===== config.mk =====
export PLATFORM = sky130hd
export DESIGN_NAME = gpu_pixel_writer
export DESIGN_NICKNAME = d
export VERILOG_FILES = /design/src/rtl/gpu_pixel_writer.sv
export SDC_FILE = /design/constraint.sdc
export NUM_CORES = 1
export LEC_CHECK = 0
export BUFFER_PORTS_ARGS = -buffer_cell sky130_fd_sc_hd__buf_4
export CORE_MARGIN = 1
export CORE_UTILIZATION = 40
export DETAILED_ROUTE_END_ITERATION = 8
export PLACE_DENSITY = 0.61
export SYNTH_ARGS = -nofsm -noshare
export SYNTH_HDL_FRONTEND = slang
export SYNTH_SLANG_ARGS = --single-unit

===== constraint.sdc =====
create_clock -name clk -period 8.9 [get_ports clk]
set_input_delay 1.78 -clock clk [delete_from_list [all_inputs] [get_ports clk]]
set_output_delay 1.78 -clock clk [all_outputs]
set_load 0.01 [all_outputs]

===== src/rtl/gpu_pixel_writer.sv =====
// Pixel writer: filters the rasterizer pixel stream, buffers survivors in a FIFO
// and drains them to the framebuffer SRAM via req/ack, signalling line completion.
module gpu_pixel_writer #(
  parameter int WIDTH_BITS   = 10,
  parameter int HEIGHT_BITS  = 9,
  parameter int CHANNEL_BITS = 8,
  parameter int WIDTH        = 640,
  parameter int HEIGHT       = 480,
  parameter int ADDR_BITS    = 19,
  parameter int DEPTH        = 8
) (
  input  logic                      clk,
  input  logic                      rst,
  input  logic                      px_valid,
  input  logic [WIDTH_BITS-1:0]     px_x,
  input  logic [HEIGHT_BITS-1:0]    px_y,
  input  logic [CHANNEL_BITS-1:0]   px_r,
  input  logic [CHANNEL_BITS-1:0]   px_g,
  input  logic [CHANNEL_BITS-1:0]   px_b,
  output logic                      px_ready,
  input  logic                      line_done,
  output logic                      sram_req,
  output logic [ADDR_BITS-1:0]      sram_addr,
  output logic [3*CHANNEL_BITS-1:0] sram_wdata,
  input  logic                      sram_ack,
  output logic                      flush_done,
  output logic                      idle
);

  localparam int PTR_BITS   = $clog2(DEPTH);
  localparam int CNT_BITS   = PTR_BITS + 1;
  localparam int DATA_BITS  = 3 * CHANNEL_BITS;
  localparam int ENTRY_BITS = ADDR_BITS + DATA_BITS;

  typedef enum logic [0:0] {ST_IDLE = 1'b0, ST_WRITE = 1'b1} state_t;

  state_t                  state_r, state_s;
  logic [CNT_BITS-1:0]     count_r, count_nxt_s;
  logic [PTR_BITS-1:0]     rd_ptr_r, wr_ptr_r;
  logic [ENTRY_BITS-1:0]   mem_r [DEPTH];
  logic [WIDTH_BITS-1:0]   last_x_r;
  logic [HEIGHT_BITS-1:0]  last_y_r;
  logic                    last_vld_r;
  logic                    flush_pend_r;

  logic                    xfer_s, offscreen_s, repeat_s, push_s, pop_s;
  logic                    flush_fire_s;
  logic [ADDR_BITS-1:0]    push_addr_s;
  logic [ENTRY_BITS-1:0]   head_s;

  // Acceptance, filtering and FIFO occupancy bookkeeping.
  always_comb begin
    px_ready    = (count_r < CNT_BITS'(DEPTH));
    xfer_s      = px_valid && px_ready;
    offscreen_s = ({1'b0, px_x} >= (WIDTH_BITS+1)'(WIDTH)) ||
                  ({1'b0, px_y} >= (HEIGHT_BITS+1)'(HEIGHT));
    repeat_s    = last_vld_r && (px_x == last_x_r) && (px_y == last_y_r);
    push_s      = xfer_s && !offscreen_s && !repeat_s;
    pop_s       = (state_r == ST_WRITE) && sram_ack;
    push_addr_s = ADDR_BITS'(px_y) * ADDR_BITS'(WIDTH) + ADDR_BITS'(px_x);
    head_s      = mem_r[rd_ptr_r];
    case ({push_s, pop_s})
      2'b10:   count_nxt_s = count_r + CNT_BITS'(1);
      2'b01:   count_nxt_s = count_r - CNT_BITS'(1);
      default: count_nxt_s = count_r;
    endcase
  end

  // Write FSM next state and SRAM-side outputs decoded from registered state.
  always_comb begin
    state_s    = state_r;
    sram_req   = 1'b0;
    sram_addr  = '0;
    sram_wdata = '0;
    case (state_r)
      ST_IDLE: begin
        if (count_r != CNT_BITS'(0)) begin
          state_s = ST_WRITE;
        end else begin
          state_s = ST_IDLE;
        end
      end
      ST_WRITE: begin
        sram_req   = 1'b1;
        sram_addr  = head_s[ENTRY_BITS-1:DATA_BITS];
        sram_wdata = head_s[DATA_BITS-1:0];
        if (sram_ack && (count_nxt_s == CNT_BITS'(0))) begin
          state_s = ST_IDLE;
        end else begin
          state_s = ST_WRITE;
        end
      end
      default: state_s = ST_IDLE;
    endcase
  end

  // Flush completion and idle status.
  always_comb begin
    flush_fire_s = flush_pend_r && (count_r == CNT_BITS'(0)) && (state_r == ST_IDLE);
    flush_done   = flush_fire_s;
    idle         = (count_r == CNT_BITS'(0)) && (state_r == ST_IDLE) && !flush_pend_r;
  end

  // FIFO storage; contents need no reset because the pointers define validity.
  always_ff @(posedge clk) begin
    if (push_s) begin
      mem_r[wr_ptr_r] <= {push_addr_s, px_r, px_g, px_b};
    end
  end

  // Control state: FSM, pointers, count, repeat filter and flush tracking.
  always_ff @(posedge clk) begin
    if (rst) begin
      state_r      <= ST_IDLE;
      count_r      <= '0;
      rd_ptr_r     <= '0;
      wr_ptr_r     <= '0;
      last_x_r     <= '0;
      last_y_r     <= '0;
      last_vld_r   <= 1'b0;
      flush_pend_r <= 1'b0;
    end else begin
      state_r <= state_s;
      count_r <= count_nxt_s;
      if (push_s) begin
        wr_ptr_r <= wr_ptr_r + PTR_BITS'(1);
        last_x_r <= px_x;
        last_y_r <= px_y;
      end
      if (pop_s) begin
        rd_ptr_r <= rd_ptr_r + PTR_BITS'(1);
      end
      // line_done wins over a same-cycle transfer so the next line starts unfiltered
      if (line_done) begin
        last_vld_r <= 1'b0;
      end else if (push_s) begin
        last_vld_r <= 1'b1;
      end
      if (line_done) begin
        flush_pend_r <= 1'b1;
      end else if (flush_fire_s) begin
        flush_pend_r <= 1'b0;
      end
    end
  end

endmodule


==> results.yml <==
status:
  status: "completed"
cts:
  cts_tree: "yes"
  cts_hold_buf: 0
  numCtsBuffers: 40
  clockBufferDepth: 3
  cts-root-buf: "clkbuf_16"
  post_cts_buffers: 0
  clkSlewWorstSetupHoldPaths_ns: 0.06
  cts_resized: 0
  clk_latency_ns: 0.53
  clock_sinks: 379
  htree_levels: 2
synthesis:
  synth-simple-area-share: 0.0445
  synth_edf_count: 344
  synth_flop_cell: "edfxtp_1"
  synth_cell_type_count: 48
  postSynth.asyncResetShare: 0
  synth.net_count: 870
  synthMuxAreaShare: 0.167
  synth_xor_area_frac: 0.0231
  ys_warn_count: 0
  syn_inst: 797
  synthAdderAreaFrac: 0.0217
  ys_seq_elements: 379
  ys_seq_area_frac: 0.714
  synth-compound-area-share: 0.0137
  synth_top_family_by_area: "multiplexers"
  synthesis.area_mm2: 0.0154
  syn-mean-instance-area_um2: 19.4
hold_path:
  hp-start: "rd_ptr_r[1]$_SDFFE_PP0P_"
  hold_path_depth: 2
  hold_class: "flop to flop"
critical_path:
  required_ns: 7.12
  r2r_end: "state_r$_SDFF_PP0_"
  crit_chain: "buf_4 -> mux4_2 -> mux2i_1 -> nor2b_1 -> buf_4"
  reg2reg_depth: 10
  crit_type: "flop to primary output"
  max_stage_delay_ns: 0.90
  cp.depth: 5
  crit_family: "buffers and inverters"
  worstPathArrival_ns: 3.42
  startpoint_type: "flop"
  reg2reg_from: "state_r$_SDFF_PP0_"
  crit_fanout: 48
  crit_slowest_cell: "dfxtp_4"
  crit_buf_inv: 2
  r2r_setup_slack_ns: 5.72
  crit_path_end_kind: "primary output"
  path_common_cell: "buf_4"
place:
  dp.cells: 1382
  place_ws_ns: 4.08
  io_buffers: 94
  place.gp.congestion: 0.715
  dpl.hpwl_um: 17700
power:
  pwr-share-seq: 0.483
  p_switching_uw: 1090
  p_sw_frac: 0.248
  internal-power_uw: 3310
  pwr-share-comb: 0.168
  p_per_area_mw_per_mm2: 244
  peakVddDrop_v: 0.000141
  p_leak_uw: 0.00582
  clock_power_share: 0.348
route:
  drc_errors: 0
  drt-initial-drc-count: 427
  routed_wl_um: 30800
  routed_via_density: 5.13
  wl_per_cell_um: 21.2
  dr.pass1.iters: 4
  ant_nets: 0
  num_vias: 7449
final_layout:
  fin_util: 0.475
  nFillCells: 3250
  fin_cells: 1451
  drive_gt1_frac: 0.292
  area_growth_pct: 16.4
  final_nets: 986
timing:
  worst_pin_slew_ns: 1.17
  setup_tns_ns: 0
  fin_crit_sh: 0.584
  hold_viol: 0
  fin_crit_ns: 5.20
  max_clock_freq_mhz: 192
  fin_worst_skew_ns: 0.0242
  layout_setup_ws_ns: 3.70
  rsz0062_at_grt: "false"
  finalSetupViolations: 0
  slew_viol_final: 0
  slew_headroom: 0.221
die:
  die_area_mm2: 0.0394
  pin_count: 95
  die_w_um: 199
  row_count: 71
  dieHeight_um: 199
  core_area_mm2: 0.0378
  initial_utilization: 0.408
global_route:
  grt_max_degree: 75
  grt_pass1_wl_um: 47200
  antenna_found_initial: 1
  grt_pass1_vias: 7732
  track_usage: 0.161
  grt_overflow_total: 0
job:
  drv_cap: 0
[state kept, by name (all words and copies together), names as in the netlist, named ones only]
name,cells
mem_r,344
flush_pend_r,1
count_r,4
last_vld_r,1
rd_ptr_r,3
last_y_r,9
wr_ptr_r,3
last_x_r,10
state_r,1
[logic make-up after synthesis]
logic type      count (synthesis)
xor+xnor                       39
fa+ha+maj                      25
mux                           150
buf+inv                        51
compound gates                 31
simple gates                  122
flops                         379
[cell type report]
type | instances | area (um2) | area share
inverter | 14 | 52.6 | 0.00292
clock inverter | 18 | 125 | 0.00695
timing repair buffer | 111 | 833 | 0.0463
multi-input combinational | 367 | 4220 | 0.234
tap | 511 | 639 | 0.0355
sequential | 379 | 11000 | 0.614
clock buffer | 50 | 1080 | 0.0601
antenna | 1 | 2.50 | 0.000139
[power by group through the flow]
stage / clock network (uW) / registers [uW] / logic [uW]
CTS: 1570 / 2130 / 757
floorplan: 0 / 2090 / 551
global placement: 0 / 2160 / 747
global route: 1640 / 2140 / 808
detailed placement: 0 / 2170 / 756
finish: 1530 / 2120 / 740
[Yosys cell counts (5+ instances only)]
cell / count / area [um2]
a21oi_1: 11 / 55.1
buf_2: 9 / 45.0
buf_6: 6 / 67.6
clkbuf_1: 17 / 63.8
dfxtp_1: 35 / 701
edfxtp_1: 344 / 10300
ha_1: 22 / 275
inv_1: 12 / 45.0
mux2i_1: 64 / 641
mux4_2: 86 / 1940
nand2_1: 10 / 37.5
nand4_1: 7 / 43.8
nor2_1: 34 / 128
nor2b_1: 44 / 275
nor3_1: 6 / 30.0
o21ai_0: 5 / 25.0
xnor2_1: 27 / 236
xor2_1: 10 / 87.6
[worst max-delay path by stage]
stage / start / to / slack (ns)
floorplan: px_x[7] / mem_r[1][0]$_DFFE_PP_ / 1.41
global placement: flop / sram_wdata[3] / 4.13
detailed placement: px_y[1] / mem_r[3][42]$_DFFE_PP_ / 4.08
CTS: flop / sram_addr[8] / 3.52
global route: flop / sram_wdata[5] / 3.37
finish: flop / sram_wdata[11] / 3.70
[routing by layer]
metal | global-route usage | vias to the layer above | share of wire
li1 | - | 3393 | -
met1 | 0.230 | 3836 | 0.45
met2 | 0.258 | 183 | 0.48
met3 | 0.0268 | 37 | 0.059
met4 | 0.0393 | 0 | 0.014
met5 | 0 | - | 0
[cell usage in the layout, fill, tap and decap left out, types with 3 or more instances in the layout]
master      Yosys  routed
a21o_1          4       4
a21oi_1        11      11
buf_4           1     111
clkbuf_1       17       8
clkbuf_16       0      42
clkinv_1        0       7
clkinv_2        0       6
clkinvlp_4      0       3
dfxtp_1        35      31
edfxtp_1      344     344
fa_1            3       3
ha_1           22      22
inv_1          12      12
mux2i_1        64      64
mux4_2         86      86
nand2_1        10      10
nand3_1         3       3
nand4_1         7       7
nor2_1         34      33
nor2b_1        44      44
nor3_1          6       4
nor3_2          1       3
o21ai_0         5       5
xnor2_1        27      27
xor2_1         10      10
[metrics by stage]
| stage | area, um2 | hold slack, ns | power [uW] |
|---|---|---|---|
| 5_1_grt | 18000 | 0.511 | 4580 |
| 2_1_floorplan | 15400 | 0.454 | 2640 |
| 4_1_cts | 18000 | 0.469 | 4450 |
| 3_5_place_dp | 16800 | 0.460 | 2920 |
| 3_3_place_gp | 16800 | 0.465 | 2910 |
| 6_report | 18000 | 0.467 | 4400 |
[worst register-to-register path, delay by kind of cell (launching register included)]
kind	cells	cell delay, ns
buf+inv	2	0.24
simple gates	3	0.78
fa+ha+maj	2	0.73
compound gates	2	0.20
mux	1	0.10
flops	1	1.01
Power figures use the tool's default switching activity.
